[config.mk]
export PLATFORM = sky130hd
export DESIGN_NAME = alu_wb_stage_flat
export DESIGN_NICKNAME = d
export VERILOG_FILES = /design/src/rtl/alu_wb_stage_if.sv /design/src/rtl/alu_wb_stage.sv /design/src/flat_wrapper.sv
export SDC_FILE = /design/constraint.sdc
export NUM_CORES = 1
export LEC_CHECK = 0
export BUFFER_PORTS_ARGS = -buffer_cell sky130_fd_sc_hd__buf_2
export CORE_UTILIZATION = 45
export DETAILED_ROUTE_END_ITERATION = 10
export PLACE_DENSITY = 0.69
export SETUP_SLACK_MARGIN = 0.3
export SYNTH_ARGS = -nofsm -noshare
export SYNTH_HDL_FRONTEND = slang
export SYNTH_SLANG_ARGS = --single-unit
[constraint.sdc]
create_clock -name clk -period 6.88 [get_ports clk]
set_clock_uncertainty 0.2 [all_clocks]
set_input_delay 1.376 -clock clk [delete_from_list [all_inputs] [get_ports clk]]
set_output_delay 1.376 -clock clk [all_outputs]
set_load 0.005 [all_outputs]
[src/rtl/alu_wb_stage_if.sv]
// Signal bundle between the ALU result producer / register-file write port
// and the writeback stage. The stage itself connects through the slave view.
interface alu_wb_stage_if #(
    parameter int WORD_W = 20,
    parameter int ADDR_W = 4
);
    // ALU packet side
    logic              in_valid;
    logic              in_ready;
    logic [2:0]        in_op;
    logic              in_mode;
    logic [ADDR_W-1:0] in_dst_a;
    logic [ADDR_W-1:0] in_dst_b;
    logic [WORD_W-1:0] in_res_a;
    logic [WORD_W-1:0] in_res_b;
    logic              in_zero;
    logic              in_sign;
    logic              in_carry;

    // register-file write side
    logic              wr_valid;
    logic              wr_ready;
    logic [ADDR_W-1:0] wr_addr;
    logic [WORD_W-1:0] wr_data;

    // status towards the jump-condition logic
    logic [2:0]        status;
    logic              busy;

    // Environment view: produces packets and plays the register file.
    modport master (
        output in_valid, in_op, in_mode, in_dst_a, in_dst_b,
               in_res_a, in_res_b, in_zero, in_sign, in_carry,
        input  in_ready,
        input  wr_valid, wr_addr, wr_data,
        output wr_ready,
        input  status, busy
    );

    // Writeback stage view.
    modport slave (
        input  in_valid, in_op, in_mode, in_dst_a, in_dst_b,
               in_res_a, in_res_b, in_zero, in_sign, in_carry,
        output in_ready,
        output wr_valid, wr_addr, wr_data,
        input  wr_ready,
        output status, busy
    );
endinterface

[src/rtl/alu_wb_stage.sv]
// Writeback stage behind the ALU: 2-entry packet buffer, register-file write
// beats (two for a swap) and the {Z,S,C} status register.
module alu_wb_stage #(
    parameter int WORD_W = 20,
    parameter int HALF_W = 10,
    parameter int ADDR_W = 4
) (
    input  logic         clk,
    input  logic         rst_n,
    alu_wb_stage_if.slave bus
);

    localparam logic [2:0] OP_WRITE = 3'd0;
    localparam logic [2:0] OP_SWAP  = 3'd1;
    localparam logic [2:0] OP_LDSR  = 3'd3;
    localparam logic [2:0] OP_XORSR = 3'd4;

    localparam logic [0:0] BEAT0 = 1'b0;
    localparam logic [0:0] BEAT1 = 1'b1;

    typedef struct packed {
        logic [2:0]        op;
        logic              mode;
        logic [ADDR_W-1:0] dst_a;
        logic [ADDR_W-1:0] dst_b;
        logic [WORD_W-1:0] res_a;
        logic [WORD_W-1:0] res_b;
        logic              zero;
        logic              sign;
        logic              carry;
    } pkt_t;

    // state
    pkt_t              fifo_mem [2];
    logic              wr_ptr;
    logic              rd_ptr;
    logic [1:0]        count;
    logic [0:0]        state;
    logic [2:0]        status_q;
    logic [ADDR_W-1:0] hold_addr;
    logic [WORD_W-1:0] hold_data;

    // combinational
    pkt_t              in_pkt;
    pkt_t              head;
    logic              head_valid;
    logic              head_is_beat;
    logic              can_push;
    logic              push;
    logic              beat_hs;
    logic              retire;
    logic              beat_sign;
    logic [ADDR_W-1:0] beat_addr;
    logic [WORD_W-1:0] beat_data;
    logic [2:0]        status_next;

    // Capture the incoming packet, flags included, as one buffer entry.
    always_comb begin
        in_pkt.op    = bus.in_op;
        in_pkt.mode  = bus.in_mode;
        in_pkt.dst_a = bus.in_dst_a;
        in_pkt.dst_b = bus.in_dst_b;
        in_pkt.res_a = bus.in_res_a;
        in_pkt.res_b = bus.in_res_b;
        in_pkt.zero  = bus.in_zero;
        in_pkt.sign  = bus.in_sign;
        in_pkt.carry = bus.in_carry;
    end

    // Decode the head entry, form the current beat and decide push/retire.
    always_comb begin
        // NOTE: each signal is given a value before any branch so no path leaves it unassigned (no latch).
        head         = fifo_mem[rd_ptr];
        head_valid   = (count != 2'd0);
        head_is_beat = head_valid && ((head.op == OP_WRITE) || (head.op == OP_SWAP));
        beat_addr    = head.dst_a;
        beat_data    = head.res_a;
        if (state == BEAT1) begin
            beat_addr = head.dst_b;
            beat_data = head.res_b;
        end
        // Half-word results never carry upper bits into the register file.
        if (!head.mode) begin
            beat_data[WORD_W-1:HALF_W] = '0;
        end

        // Acceptance looks at the registered count only: a full buffer
        // refuses a packet even when the head retires in the same cycle.
        can_push = (count < 2'd2);
        push     = bus.in_valid && can_push;
        beat_hs  = head_is_beat && bus.wr_ready;
        retire   = (head_valid && !head_is_beat)
                || (beat_hs && ((head.op == OP_WRITE) || (state == BEAT1)));
    end

    // Status value the head packet commits when it retires.
    always_comb begin
        beat_sign = head.mode ? head.res_a[WORD_W-1] : head.res_a[HALF_W-1];
        case (head.op)
            OP_WRITE, OP_SWAP: status_next = {head.zero, beat_sign, head.carry};
            OP_LDSR:           status_next = head.res_a[2:0];
            OP_XORSR:          status_next = status_q ^ head.res_a[2:0];
            default:           status_next = {head.zero, head.sign, head.carry};
        endcase
    end

    // Packet storage, written on push only.
    // NOTE: the entries have no reset; count guarantees an entry is never consumed before it is written.
    always_ff @(posedge clk) begin
        if (push) begin
            fifo_mem[wr_ptr] <= in_pkt;
        end
    end

    // Buffer pointers and occupancy.
    always_ff @(posedge clk or negedge rst_n) begin
        if (!rst_n) begin
            wr_ptr <= 1'b0;
            rd_ptr <= 1'b0;
            count  <= 2'd0;
        end else begin
            // NOTE: non-blocking assignments so every register sees the pre-edge values.
            if (push) begin
                wr_ptr <= ~wr_ptr;
            end
            if (retire) begin
                rd_ptr <= ~rd_ptr;
            end
            count <= count + {1'b0, push} - {1'b0, retire};
        end
    end

    // Beat FSM: a swap moves to its second beat after the first handshake.
    always_ff @(posedge clk or negedge rst_n) begin
        if (!rst_n) begin
            state <= BEAT0;
        end else if (beat_hs) begin
            state <= ((state == BEAT0) && (head.op == OP_SWAP)) ? BEAT1 : BEAT0;
        end
    end

    // Status register, committed only when a packet retires.
    always_ff @(posedge clk or negedge rst_n) begin
        if (!rst_n) begin
            status_q <= 3'b000;
        end else if (retire) begin
            status_q <= status_next;
        end
    end

    // Last accepted beat, so the write port holds its values while idle.
    always_ff @(posedge clk or negedge rst_n) begin
        if (!rst_n) begin
            hold_addr <= '0;
            hold_data <= '0;
        end else if (beat_hs) begin
            hold_addr <= beat_addr;
            hold_data <= beat_data;
        end
    end

    assign bus.in_ready = can_push;
    assign bus.wr_valid = head_is_beat;
    assign bus.wr_addr  = head_is_beat ? beat_addr : hold_addr;
    assign bus.wr_data  = head_is_beat ? beat_data : hold_data;
    assign bus.status   = status_q;
    assign bus.busy     = head_valid;

endmodule

[src/flat_wrapper.sv]
// flat-port wrapper written by rule: the top's interface ports become plain ports
module alu_wb_stage_flat 
#(
    parameter int WORD_W = 20,
    parameter int HALF_W = 10,
    parameter int ADDR_W = 4
)
  (clk, rst_n, bus_in_valid, bus_in_op, bus_in_mode, bus_in_dst_a, bus_in_dst_b, bus_in_res_a, bus_in_res_b, bus_in_zero, bus_in_sign, bus_in_carry, bus_in_ready, bus_wr_valid, bus_wr_addr, bus_wr_data, bus_wr_ready, bus_status, bus_busy);
  alu_wb_stage_if #(.WORD_W(WORD_W), .ADDR_W(ADDR_W)) bus_i ();
  input  logic clk;
  input  logic rst_n;
  input wire logic [$bits(bus_i.in_valid)-1:0] bus_in_valid;
  input wire logic [$bits(bus_i.in_op)-1:0] bus_in_op;
  input wire logic [$bits(bus_i.in_mode)-1:0] bus_in_mode;
  input wire logic [$bits(bus_i.in_dst_a)-1:0] bus_in_dst_a;
  input wire logic [$bits(bus_i.in_dst_b)-1:0] bus_in_dst_b;
  input wire logic [$bits(bus_i.in_res_a)-1:0] bus_in_res_a;
  input wire logic [$bits(bus_i.in_res_b)-1:0] bus_in_res_b;
  input wire logic [$bits(bus_i.in_zero)-1:0] bus_in_zero;
  input wire logic [$bits(bus_i.in_sign)-1:0] bus_in_sign;
  input wire logic [$bits(bus_i.in_carry)-1:0] bus_in_carry;
  output wire logic [$bits(bus_i.in_ready)-1:0] bus_in_ready;
  output wire logic [$bits(bus_i.wr_valid)-1:0] bus_wr_valid;
  output wire logic [$bits(bus_i.wr_addr)-1:0] bus_wr_addr;
  output wire logic [$bits(bus_i.wr_data)-1:0] bus_wr_data;
  input wire logic [$bits(bus_i.wr_ready)-1:0] bus_wr_ready;
  output wire logic [$bits(bus_i.status)-1:0] bus_status;
  output wire logic [$bits(bus_i.busy)-1:0] bus_busy;
  assign bus_i.in_valid = bus_in_valid;
  assign bus_i.in_op = bus_in_op;
  assign bus_i.in_mode = bus_in_mode;
  assign bus_i.in_dst_a = bus_in_dst_a;
  assign bus_i.in_dst_b = bus_in_dst_b;
  assign bus_i.in_res_a = bus_in_res_a;
  assign bus_i.in_res_b = bus_in_res_b;
  assign bus_i.in_zero = bus_in_zero;
  assign bus_i.in_sign = bus_in_sign;
  assign bus_i.in_carry = bus_in_carry;
  assign bus_in_ready = bus_i.in_ready;
  assign bus_wr_valid = bus_i.wr_valid;
  assign bus_wr_addr = bus_i.wr_addr;
  assign bus_wr_data = bus_i.wr_data;
  assign bus_i.wr_ready = bus_wr_ready;
  assign bus_status = bus_i.status;
  assign bus_busy = bus_i.busy;
  alu_wb_stage #(.WORD_W(WORD_W), .HALF_W(HALF_W), .ADDR_W(ADDR_W)) u_core (.clk(clk), .rst_n(rst_n), .bus(bus_i));
endmodule
==> results of run 1 <==
-- worst max path at each step --
stage | from | to | slack, ns | depth (start not counted)
after CTS | u_core.rd_ptr$_DFFE_PN0P_ | bus_wr_addr[0] | 2.58 | 4
after floorplan | bus_in_valid | u_core.fifo_mem[0][0]$_DFFE_PP_ | 2.10 | 2
after detailed placement | u_core.rd_ptr$_DFFE_PN0P_ | bus_wr_addr[0] | 3.04 | 4
after global routing | u_core.rd_ptr$_DFFE_PN0P_ | bus_wr_data[10] | 2.47 | 5
after global placement | u_core.rd_ptr$_DFFE_PN0P_ | bus_wr_addr[0] | 3.06 | 4
final | u_core.rd_ptr$_DFFE_PN0P_ | bus_wr_addr[0] | 2.64 | 4
-- placed cells by master, fill, tap and decap left out, drive strengths merged, types with 2 or more instances in the layout --
master,synthesis,final
and2,2,2
o21ai,36,36
bufinv,0,3
o2bb2ai,2,2
edfxtp,110,110
a21oi,3,3
dfrtp,32,32
mux4,21,21
inv,6,7
xnor2,3,3
nor2,3,3
nor3,2,2
a22o,2,2
clkbuf,5,17
nand2,43,43
buf,10,92
clkinvlp,0,4
ha,2,2
clkinv,1,8
nor2b,3,3
mux2i,7,7
mux2,28,28
-- kinds of logic (layout without fill, tap and decap cells) --
group | Yosys count | in the layout | share of synthesized area [%]
compound gates | 49 | 49 | 4.778
xor+xnor | 4 | 4 | 0.6081
fa+ha+maj | 2 | 2 | 0.4342
buf+inv | 22 | 131 | 2.150
flops | 142 | 142 | 71.23
mux | 56 | 56 | 15.61
simple gates | 61 | 61 | 5.190
-- power by group --
group	switching, µW	internal [µW]	leakage [µW]
sequential	115	1160	0.00141
clock	347	567	0.000285
combinational	423	425	0.000989
total	886	2150	0.00268
-- sequential cells by signal (all words and copies together), names as in the netlist --
name	count
u_core.bus.status	3
u_core.rd_ptr	1
u_core.state	1
u_core.wr_ptr	1
u_core.hold_addr	4
u_core.hold_data	20
u_core.count	2
u_core.fifo_mem	110
-- routing by layer --
metal / vias up / global-route usage (%) / share of wire, %
met4: 2 / 8.312 / 1.9
li1: 1488 / - / -
met5: - / 0 / 0.13
met1: 1532 / 21.54 / 43
met2: 91 / 28.35 / 48
met3: 21 / 5.746 / 6.6
-- layout make-up --
class / instances / area [µm²] / area share (%)
tap: 168 / 210.2 / 3.022
inverter: 7 / 31.28 / 0.4496
multi-input combinational: 172 / 1543 / 22.18
clock inverter: 15 / 171.4 / 2.464
clock buffer: 17 / 425.4 / 6.115
timing repair buffer: 92 / 470.5 / 6.763
sequential: 142 / 4105 / 59.01
-- stage by stage --
stage	setup WS [ns]	area, µm²	power, µW	hold WS (ns)	std cells
floorplan	2.101	5762	1892	0.2553	336
global placement	3.059	6360	2126	0.2668	581
detailed placement	3.042	6360	2153	0.2774	581
CTS	2.583	6957	3069	0.2887	613
global route	2.474	6957	3216	0.3025	613
finish	2.637	6957	3037	0.2835	613
-- synthesized netlist by cell type, types with 2 or more instances --
master	number
mux2i_1	7
buf_4	2
nor2b_1	3
mux2_4	11
buf_2	5
mux4_2	21
mux2_1	9
and2_1	2
mux2_2	8
inv_1	5
buf_6	3
a22o_1	2
ha_1	2
dfrtp_1	32
xnor2_1	3
o2bb2ai_1	2
clkbuf_1	5
a21oi_1	3
o21ai_1	16
edfxtp_1	110
nor2_1	3
nand2_2	2
o21ai_0	20
nand2_1	40
-- worst max-delay path: stages, from the launching register on --
cell and delay, ns:
dfrtp_2 0.80, buf_4 0.44, mux4_2 0.56, mux2_1 0.31, buf_2 0.13
==> impl_metrics.env, run 1 <==
export IMPL_viasPerCell=5.113
export IMPL_end_kind="output port"
export IMPL_nNetsFinal=493
export IMPL_drv_cap=0
export IMPL_first_global_vias=3160
export IMPL_period_needed_ns=4.243
export IMPL_hpwl_um=6668
export IMPL_criticalPathCategory="reg -> out"
export IMPL_gp_congestion=0.7992
export IMPL_ys_ff_latch=142
export IMPL_fp_row_count=40
export IMPL_synth_cell_types=44
export IMPL_rsz0062_at_grt="no"
export IMPL_coreArea_mm2=0.01226
export IMPL_synth_edf_count=110
export IMPL_holdBufCountCts=0
export IMPL_p_per_area_mw_per_mm2=436.6
export IMPL_clockBufferDepth=2
export IMPL_syn_to_final_growth_pct=20.74
export IMPL_worst_slew_pin_slew_ns=0.9298
export IMPL_async_reset_ff_share_pct=22.54
export IMPL_cts_setup_buffers=0
export IMPL_synth_area_mm2=0.005762
export IMPL_ant_nets=0
export IMPL_ir_worst_vdd_mv=0.2171
export IMPL_hold_viol_final=0
export IMPL_ys_dominant_reg_cell="edfxtp_1"
export IMPL_status="finished, final reports clean"
export IMPL_syn_nets=397
export IMPL_drc=0
export IMPL_ys_top_cells_by_area="edfxtp_1, dfrtp_1, mux4_2, mux2_4, nand2_1"
export IMPL_cp_arrival_ns=2.67
export IMPL_overflow=0
export IMPL_routedWlPerCell_um=16.84
export IMPL_die_x_um=115.2
export IMPL_crit_fanout=28
export IMPL_vias=3134
export IMPL_hold_path_startpoint="u_core.hold_data[15]$_DFFE_PN0P_"
export IMPL_port_buffers=88
export IMPL_first_pass_iters=4
export IMPL_yosysWarnings=0
export IMPL_numClockSinks=142
export IMPL_cts_clk_slew_worst_paths_ns=0.06
export IMPL_min_path_type="reg -> reg"
export IMPL_grt_antenna_before_repair=1
export IMPL_track_usage_pct=17.57
export IMPL_reg2reg_depth=6
export IMPL_critPathLaunchType="flop"
export IMPL_cts_buffers=17
export IMPL_synth_cells=336
export IMPL_syn_area_per_cell_um2=17.15
export IMPL_fmax_mhz=235.7
export IMPL_antenna_cells=0
export IMPL_synth_largest_area_cell="edfxtp_1"
export IMPL_clock_latency_ns=0.42
export IMPL_final_setup_tns_ns=0
export IMPL_crit_reg2reg_launch="u_core.rd_ptr$_DFFE_PN0P_"
export IMPL_required_ns=5.30
export IMPL_grt_pass1_wl_um=16470
export IMPL_clk_root_buffer_cell="clkbuf_16"
export IMPL_ios=89
export IMPL_maxSlewHeadroom_pct=37.79
export IMPL_cts_tree="done"
export IMPL_drive_gt1_share_pct=38.88
export IMPL_grt_max_degree=56
export IMPL_worstHoldPathCells=2
export IMPL_nFillCells=973
export IMPL_cts_max_level=4
export IMPL_r2r_end="u_core.state$_DFFE_PN0P_"
export IMPL_dieHeight_um=115.2
export IMPL_netlist_area_leader_share_pct=57.33
export IMPL_die_area_mm2=0.01326
export IMPL_finalSetupViolCount=0
export IMPL_wirelength_um=10320
export IMPL_ys_seq_area_share_pct=71.23
export IMPL_cts_resized=0
export IMPL_drt_first_iter_violations=252
export IMPL_start_util_pct=46.99
export IMPL_min_delay_worst_endpoint="u_core.hold_data[15]$_DFFE_PN0P_"
export IMPL_period_share_pct=61.68
export IMPL_timing_final_max_slew_violations=0
export IMPL_rrSetupSlack_ns=3.71
export IMPL_final_core_util_pct=56.73
export IMPL_p_leak_uw=0.002680
No activity file was read; power rests on OpenSTA's default activity.
==> run 2: changes to the inputs <==
--- a/config.mk
+++ b/config.mk
@@ -8,7 +8,7 @@
 export BUFFER_PORTS_ARGS = -buffer_cell sky130_fd_sc_hd__buf_2
 export CORE_UTILIZATION = 45
 export DETAILED_ROUTE_END_ITERATION = 10
-export PLACE_DENSITY = 0.69
+export PLACE_DENSITY = 0.71
 export SETUP_SLACK_MARGIN = 0.3
 export SYNTH_ARGS = -nofsm -noshare
 export SYNTH_HDL_FRONTEND = slang
==> constraint.sdc (replaced) <==
create_clock -name clk -period 3.49 [get_ports clk]
set_clock_uncertainty 0.2 [all_clocks]
set_input_delay 0.698 -clock clk [delete_from_list [all_inputs] [get_ports clk]]
set_output_delay 0.698 -clock clk [all_outputs]
set_load 0.005 [all_outputs]
==> run 2 against run 1 <==
Critical path depth is 2 higher. Setup slack worse by 2.2 ns. Final cell count grew 1.3%. Largest power group unchanged. Die area unchanged. Power grew 98%. Critical endpoint unchanged. Global-route usage is 0.58 points higher. Worst hold slack got worse by 0.12 ns.
==> impl_metrics.env, run 2 (same netlist as run 1, synthesis figures left out) <==
export IMPL_gp_congestion=0.7932
export IMPL_rrSetupSlack_ns=0.72
export IMPL_hold_viol_final=0
export IMPL_nNetsFinal=500
export IMPL_ant_nets=0
export IMPL_seqCellArea_mm2=0.004108
export IMPL_largest_register_ff_count=110
export IMPL_grt_pass1_wl_um=17120
export IMPL_crit_reg2reg_launch="u_core.fifo_mem[1][53]$_DFFE_PP_"
export IMPL_hpwl_um=6899
export IMPL_numClockSinks=142
export IMPL_finalSetupViolCount=0
export IMPL_overflow=0
export IMPL_grt_antenna_before_repair=1
export IMPL_crit_fanout=14
export IMPL_dp_cells=582
export IMPL_period_share_pct=88.53
export IMPL_cts_buffers=17
export IMPL_maxSlewHeadroom_pct=39.93
export IMPL_coreArea_mm2=0.01226
export IMPL_final_setup_tns_ns=0
export IMPL_wirelength_um=10920
export IMPL_required_ns=2.59
export IMPL_viasPerCell=5.187
export IMPL_syn_to_final_growth_pct=22.04
export IMPL_nFillCells=952
export IMPL_reg_top3="u_core.fifo_mem (110), u_core.hold_data (20), u_core.hold_addr (4)"
export IMPL_fp_row_count=40
export IMPL_p_per_area_mw_per_mm2=854.7
export IMPL_rsz0062_at_grt="no"
export IMPL_p_clk_share_pct=28.0
export IMPL_p_int_uw=4232
export IMPL_drc=0
export IMPL_reg2reg_depth=7
export IMPL_worst_slew_pin_slew_ns=0.8979
export IMPL_final_common_cell="edfxtp_1"
export IMPL_clockBufferDepth=2
export IMPL_finalNonFillerCells=621
export IMPL_grt_max_degree=56
export IMPL_multi_input_area_mm2=0.001573
export IMPL_die_x_um=115.2
export IMPL_dieHeight_um=115.2
export IMPL_routedWlPerCell_um=17.59
export IMPL_drt_first_iter_violations=191
export IMPL_cts_clk_slew_worst_paths_ns=0.06
export IMPL_first_pass_iters=4
export IMPL_die_area_mm2=0.01326
export IMPL_period_needed_ns=3.090
export IMPL_regMostFlops="u_core.fifo_mem"
export IMPL_clock_latency_ns=0.41
export IMPL_seq_power_share_pct=41.0
export IMPL_vias=3221
export IMPL_ios=89
export IMPL_min_path_type="in -> async"
export IMPL_port_buffers=88
export IMPL_track_usage_pct=18.14
export IMPL_criticalPathCategory="reg -> out"
export IMPL_switchingPower_uw=1778
export IMPL_end_kind="output port"
export IMPL_cts_tree="done"
export IMPL_drv_cap=0
export IMPL_power_frac_comb_pct=31.0
export IMPL_layout_common_cells="edfxtp_1, buf_2, nand2_1"
export IMPL_clk_root_buffer_cell="clkbuf_16"
export IMPL_critPathLaunchType="flop"
export IMPL_power_share_switching_pct=29.58
export IMPL_drive_gt1_share_pct=38.50
export IMPL_first_global_vias=3355
export IMPL_status="finished, final reports clean"
export IMPL_p_leak_uw=0.002708
export IMPL_holdBufCountCts=0
export IMPL_cp_arrival_ns=2.19
export IMPL_fmax_mhz=323.7
export IMPL_r2r_end="u_core.state$_DFFE_PN0P_"
export IMPL_timing_final_max_slew_violations=0
export IMPL_ir_worst_vdd_mv=0.4299
export IMPL_cts_max_level=4
export IMPL_start_util_pct=46.99
==> run 2: layout make-up <==
cell class | instances | share of cell area (%)
sequential | 142 | 58.42
multi-input combinational | 173 | 22.37
timing repair buffer | 97 | 7.633
clock buffer | 19 | 6.157
tap | 168 | 2.989
clock inverter | 13 | 1.726
inverter | 7 | 0.5516
timing repair inverter | 1 | 0.1246
antenna | 1 | 0.03559
==> run 2: critical path, cell delays in order (launching register included) <==
cell and delay, ns:
edfxtp_1 0.45, or3b_1 0.47, nand2_4 0.16, nand2_8 0.12, inv_6 0.12, mux2_1 0.32
buf_2 0.13
==> run 2: power by group through the flow <==
stage / clock network [µW] / registers [µW] / logic (µW)
6_report: 1680 / 2470 / 1860
5_1_grt: 1790 / 2510 / 2070
4_1_cts: 1710 / 2470 / 1860
3_5_place_dp: 0 / 2520 / 1780
3_3_place_gp: 0 / 2490 / 1730
2_1_floorplan: 0 / 2430 / 1300
==> run 2: worst max-delay path by stage <==
stage | slack (ns) | depth (start not counted) | endpoint | startpoint
after global routing | 0.33 | 6 | bus_wr_addr[0] | u_core.fifo_mem[1][53]$_DFFE_PP_
after global placement | 0.57 | 4 | bus_wr_addr[2] | u_core.rd_ptr$_DFFE_PN0P_
after floorplan | 0.43 | 2 | u_core.fifo_mem[0][0]$_DFFE_PP_ | bus_in_valid
after CTS | 0.33 | 6 | bus_wr_addr[2] | u_core.rd_ptr$_DFFE_PN0P_
after detailed placement | 0.51 | 6 | u_core.state$_DFFE_PN0P_ | u_core.rd_ptr$_DFFE_PN0P_
final | 0.40 | 6 | bus_wr_addr[0] | u_core.fifo_mem[1][53]$_DFFE_PP_
==> run 2: routing by layer <==
metal | share of wire (%) | global-route usage [%]
met1 | 43 | 21.13
met5 | 0 | 0
met2 | 50 | 30.36
met3 | 6.1 | 7.327
met4 | 1.4 | 6.667
==> run 2: timing repair <==
action	CTS	global route
pin swaps	0	2
resized for setup	3	3
endpoints found under the setup margin	22	11
buffers inserted	3	1
gates cloned	0	2
==> run 2: stage by stage <==
stage / setup slack [ns] / util [%] / hold slack, ns / area, µm² / total power, µW
4_1_cts: 0.3304 / 56.99 / 0.1704 / 6988 / 6037
3_3_place_gp: 0.5663 / 52.13 / 0.2677 / 6392 / 4222
5_1_grt: 0.3272 / 57.33 / 0.2097 / 7029 / 6369
2_1_floorplan: 0.4300 / - / 0.2024 / 5764 / 3726
3_5_place_dp: 0.5063 / 52.13 / 0.2822 / 6392 / 4292
6_report: 0.4003 / 57.35 / 0.1633 / 7032 / 6010
==> run 3: changes to the inputs <==
--- a/config.mk
+++ b/config.mk
@@ -6,6 +6,7 @@
 export NUM_CORES = 1
 export LEC_CHECK = 0
 export BUFFER_PORTS_ARGS = -buffer_cell sky130_fd_sc_hd__buf_2
+export CORE_ASPECT_RATIO = 0.9
 export CORE_UTILIZATION = 45
 export DETAILED_ROUTE_END_ITERATION = 10
 export PLACE_DENSITY = 0.71
==> run 3 against run 2 <==
Via count decreased by 0.50%. Final cell count decreased by 2.3%. Highest routed layer is now met5. Setup slack got worse by 0.016 ns. Count of clock-buffer cells in the layout decreased by 2. Register-to-register slack improved by 0.09 ns. First-iteration DRC count decreased by 8.4%. Critical path type unchanged. Global-route usage increased by 0.26 points. Routed wire length decreased by 0.15%. Fmax decreased by 0.51%. Utilization increased by 0.099 points. Worst hold slack got worse by 0.00067 ns.
==> impl_metrics.env, run 3 (same netlist as run 1, synthesis figures left out) <==
export IMPL_status="finished, final reports clean"
export IMPL_maxSlewHeadroom_pct=42.23
export IMPL_drc=0
export IMPL_hold_viol_final=0
export IMPL_regMostFlops="u_core.fifo_mem"
export IMPL_numClockSinks=142
export IMPL_crit_fanout=27
export IMPL_fp_row_count=38
export IMPL_ant_nets=0
export IMPL_syn_to_final_growth_pct=22.30
export IMPL_track_usage_pct=18.41
export IMPL_coreArea_mm2=0.01227
export IMPL_first_global_vias=3431
export IMPL_min_path_type="in -> async"
export IMPL_layout_common_cells="edfxtp_1, buf_2, nand2_1"
export IMPL_wirelength_um=10910
export IMPL_overflow=0
export IMPL_required_ns=2.59
export IMPL_highest_layer="met5"
export IMPL_timing_final_max_slew_violations=0
export IMPL_p_per_area_mw_per_mm2=878.0
export IMPL_first_pass_iters=4
export IMPL_grt_pass1_wl_um=17480
export IMPL_dr_wl_met2_um=5377
export IMPL_drv_cap=0
export IMPL_finalInstanceArea_mm2=0.007047
export IMPL_final_setup_tns_ns=0
export IMPL_final_common_cell="edfxtp_1"
export IMPL_rsz0062_at_grt="yes"
export IMPL_hpwl_um=7047
export IMPL_nFillCells=961
export IMPL_seq_power_share_pct=39.8
export IMPL_grt_max_degree=56
export IMPL_rrSetupSlack_ns=0.81
export IMPL_cts_tree="done"
export IMPL_r2r_end="u_core.count[1]$_DFF_PN0_"
export IMPL_drive_gt1_share_pct=39.15
export IMPL_clockBufferDepth=2
export IMPL_finalSetupViolCount=0
export IMPL_vias=3205
export IMPL_ios=89
export IMPL_routedWlPerCell_um=17.97
export IMPL_grt_antenna_before_repair=2
export IMPL_viasPerCell=5.280
export IMPL_port_buffers=88
export IMPL_p_clk_share_pct=30.8
export IMPL_clock_latency_ns=0.42
export IMPL_start_util_pct=46.97
export IMPL_holdBufCountCts=0
export IMPL_switchingPower_uw=1824
export IMPL_cts_buffers=17
export IMPL_nNetsFinal=495
export IMPL_crit_path_start="u_core.fifo_mem[1][54]$_DFFE_PP_"
export IMPL_ir_worst_vdd_mv=0.4762
export IMPL_post_dp_cell_area_mm2=0.006382
export IMPL_gp_congestion=0.7703
export IMPL_preCtsSetupSlack_ns=0.7356
export IMPL_die_area_mm2=0.01326
export IMPL_cp_arrival_ns=2.21
export IMPL_clk_root_buffer_cell="clkbuf_16"
export IMPL_reg_top3="u_core.fifo_mem (110), u_core.hold_data (20), u_core.hold_addr (4)"
export IMPL_reg2reg_depth=9
export IMPL_fmax_mhz=322.0
export IMPL_p_leak_uw=0.002715
export IMPL_power_frac_comb_pct=29.5
export IMPL_drt_met1_wl_um=4802
export IMPL_p_int_uw=4363
export IMPL_antenna_cells=0
export IMPL_die_x_um=121.3
export IMPL_end_kind="output port"
export IMPL_cts_max_level=4
export IMPL_crit_path_end="bus_wr_data[8]"
export IMPL_period_share_pct=88.99
export IMPL_worst_slew_pin_slew_ns=0.8635
export IMPL_crit_reg2reg_launch="u_core.rd_ptr$_DFFE_PN0P_"
export IMPL_criticalPathCategory="reg -> out"
export IMPL_largest_register_ff_count=110
export IMPL_dieHeight_um=109.4
export IMPL_wl_met3_um=576
export IMPL_cts_clk_slew_worst_paths_ns=0.06
export IMPL_layout_setup_ws_ns=0.3844
export IMPL_period_needed_ns=3.106
export IMPL_power_share_switching_pct=29.48
export IMPL_critPathLaunchType="flop"
export IMPL_drt_first_iter_violations=175
-- run 3: cell count changes in the layout (fill, tap and decap cells not counted), sizes merged, moves of 2 or more --
cell,delta
bufinv,+2
inv,+2
clkbuf,-2
buf,-3
clkinv,-4
-- run 3: final cells by class --
type | count | area [µm²] | share of cell area (%)
clock inverters | 15 | 206.4 | 2.930
multi-input cells | 172 | 1556 | 22.09
repair buffers | 94 | 514.2 | 7.298
flip-flops and latches | 142 | 4105 | 58.26
well taps | 160 | 200.2 | 2.841
inverters | 7 | 38.79 | 0.5504
clock buffers | 17 | 425.4 | 6.037
-- run 3: per-stage QoR --
stage	hold slack [ns]	std cells	util [%]	power, µW
floorplan	0.2024	336	-	3726
global placement	0.2672	574	52.03	4237
detailed placement	0.2752	574	52.03	4304
CTS	0.1824	606	57.24	6230
global route	0.2200	607	57.45	6534
finish	0.1626	607	57.45	6187
-- run 3: layer usage --
layer | vias up | track usage, %
met1 | 1601 | 22.38
met5 | - | 0
met3 | 15 | 6.587
met4 | 2 | 7.584
li1 | 1493 | -
met2 | 94 | 30.08
-- run 3: worst max-delay path, stage by stage, from the launching register on --
cell and delay (ns):
edfxtp_1 0.42, or3b_1 0.45, nand2_2 0.15, nand2_8 0.14, clkinv_8 0.13, mux2_2 0.35
buf_2 0.13
-- run 3: how the worst min path moves through the flow --
stage,endpoint,cells past startpoint
after floorplan,u_core.bus.status[0]$_DFFE_PN0P_,0
after global placement,u_core.hold_data[14]$_DFFE_PN0P_,2
after detailed placement,u_core.hold_data[14]$_DFFE_PN0P_,2
after CTS,u_core.hold_data[4]$_DFFE_PN0P_,1
after global routing,u_core.hold_data[4]$_DFFE_PN0P_,1
final,u_core.hold_addr[0]$_DFFE_PN0P_,1
-- run 3: power by group through the flow --
stage	clock [µW]	combinational, µW	sequential, µW
2_1_floorplan	0	1300	2430
3_5_place_dp	0	1820	2490
5_1_grt	2010	2020	2510
3_3_place_gp	0	1770	2470
6_report	1900	1820	2460
4_1_cts	1930	1840	2460
-- run 3: timing repair --
action,in CTS,in global routing
endpoints found under the setup margin,3,12
buffers inserted,0,1
pin swaps,0,1
gates resized for setup,1,3
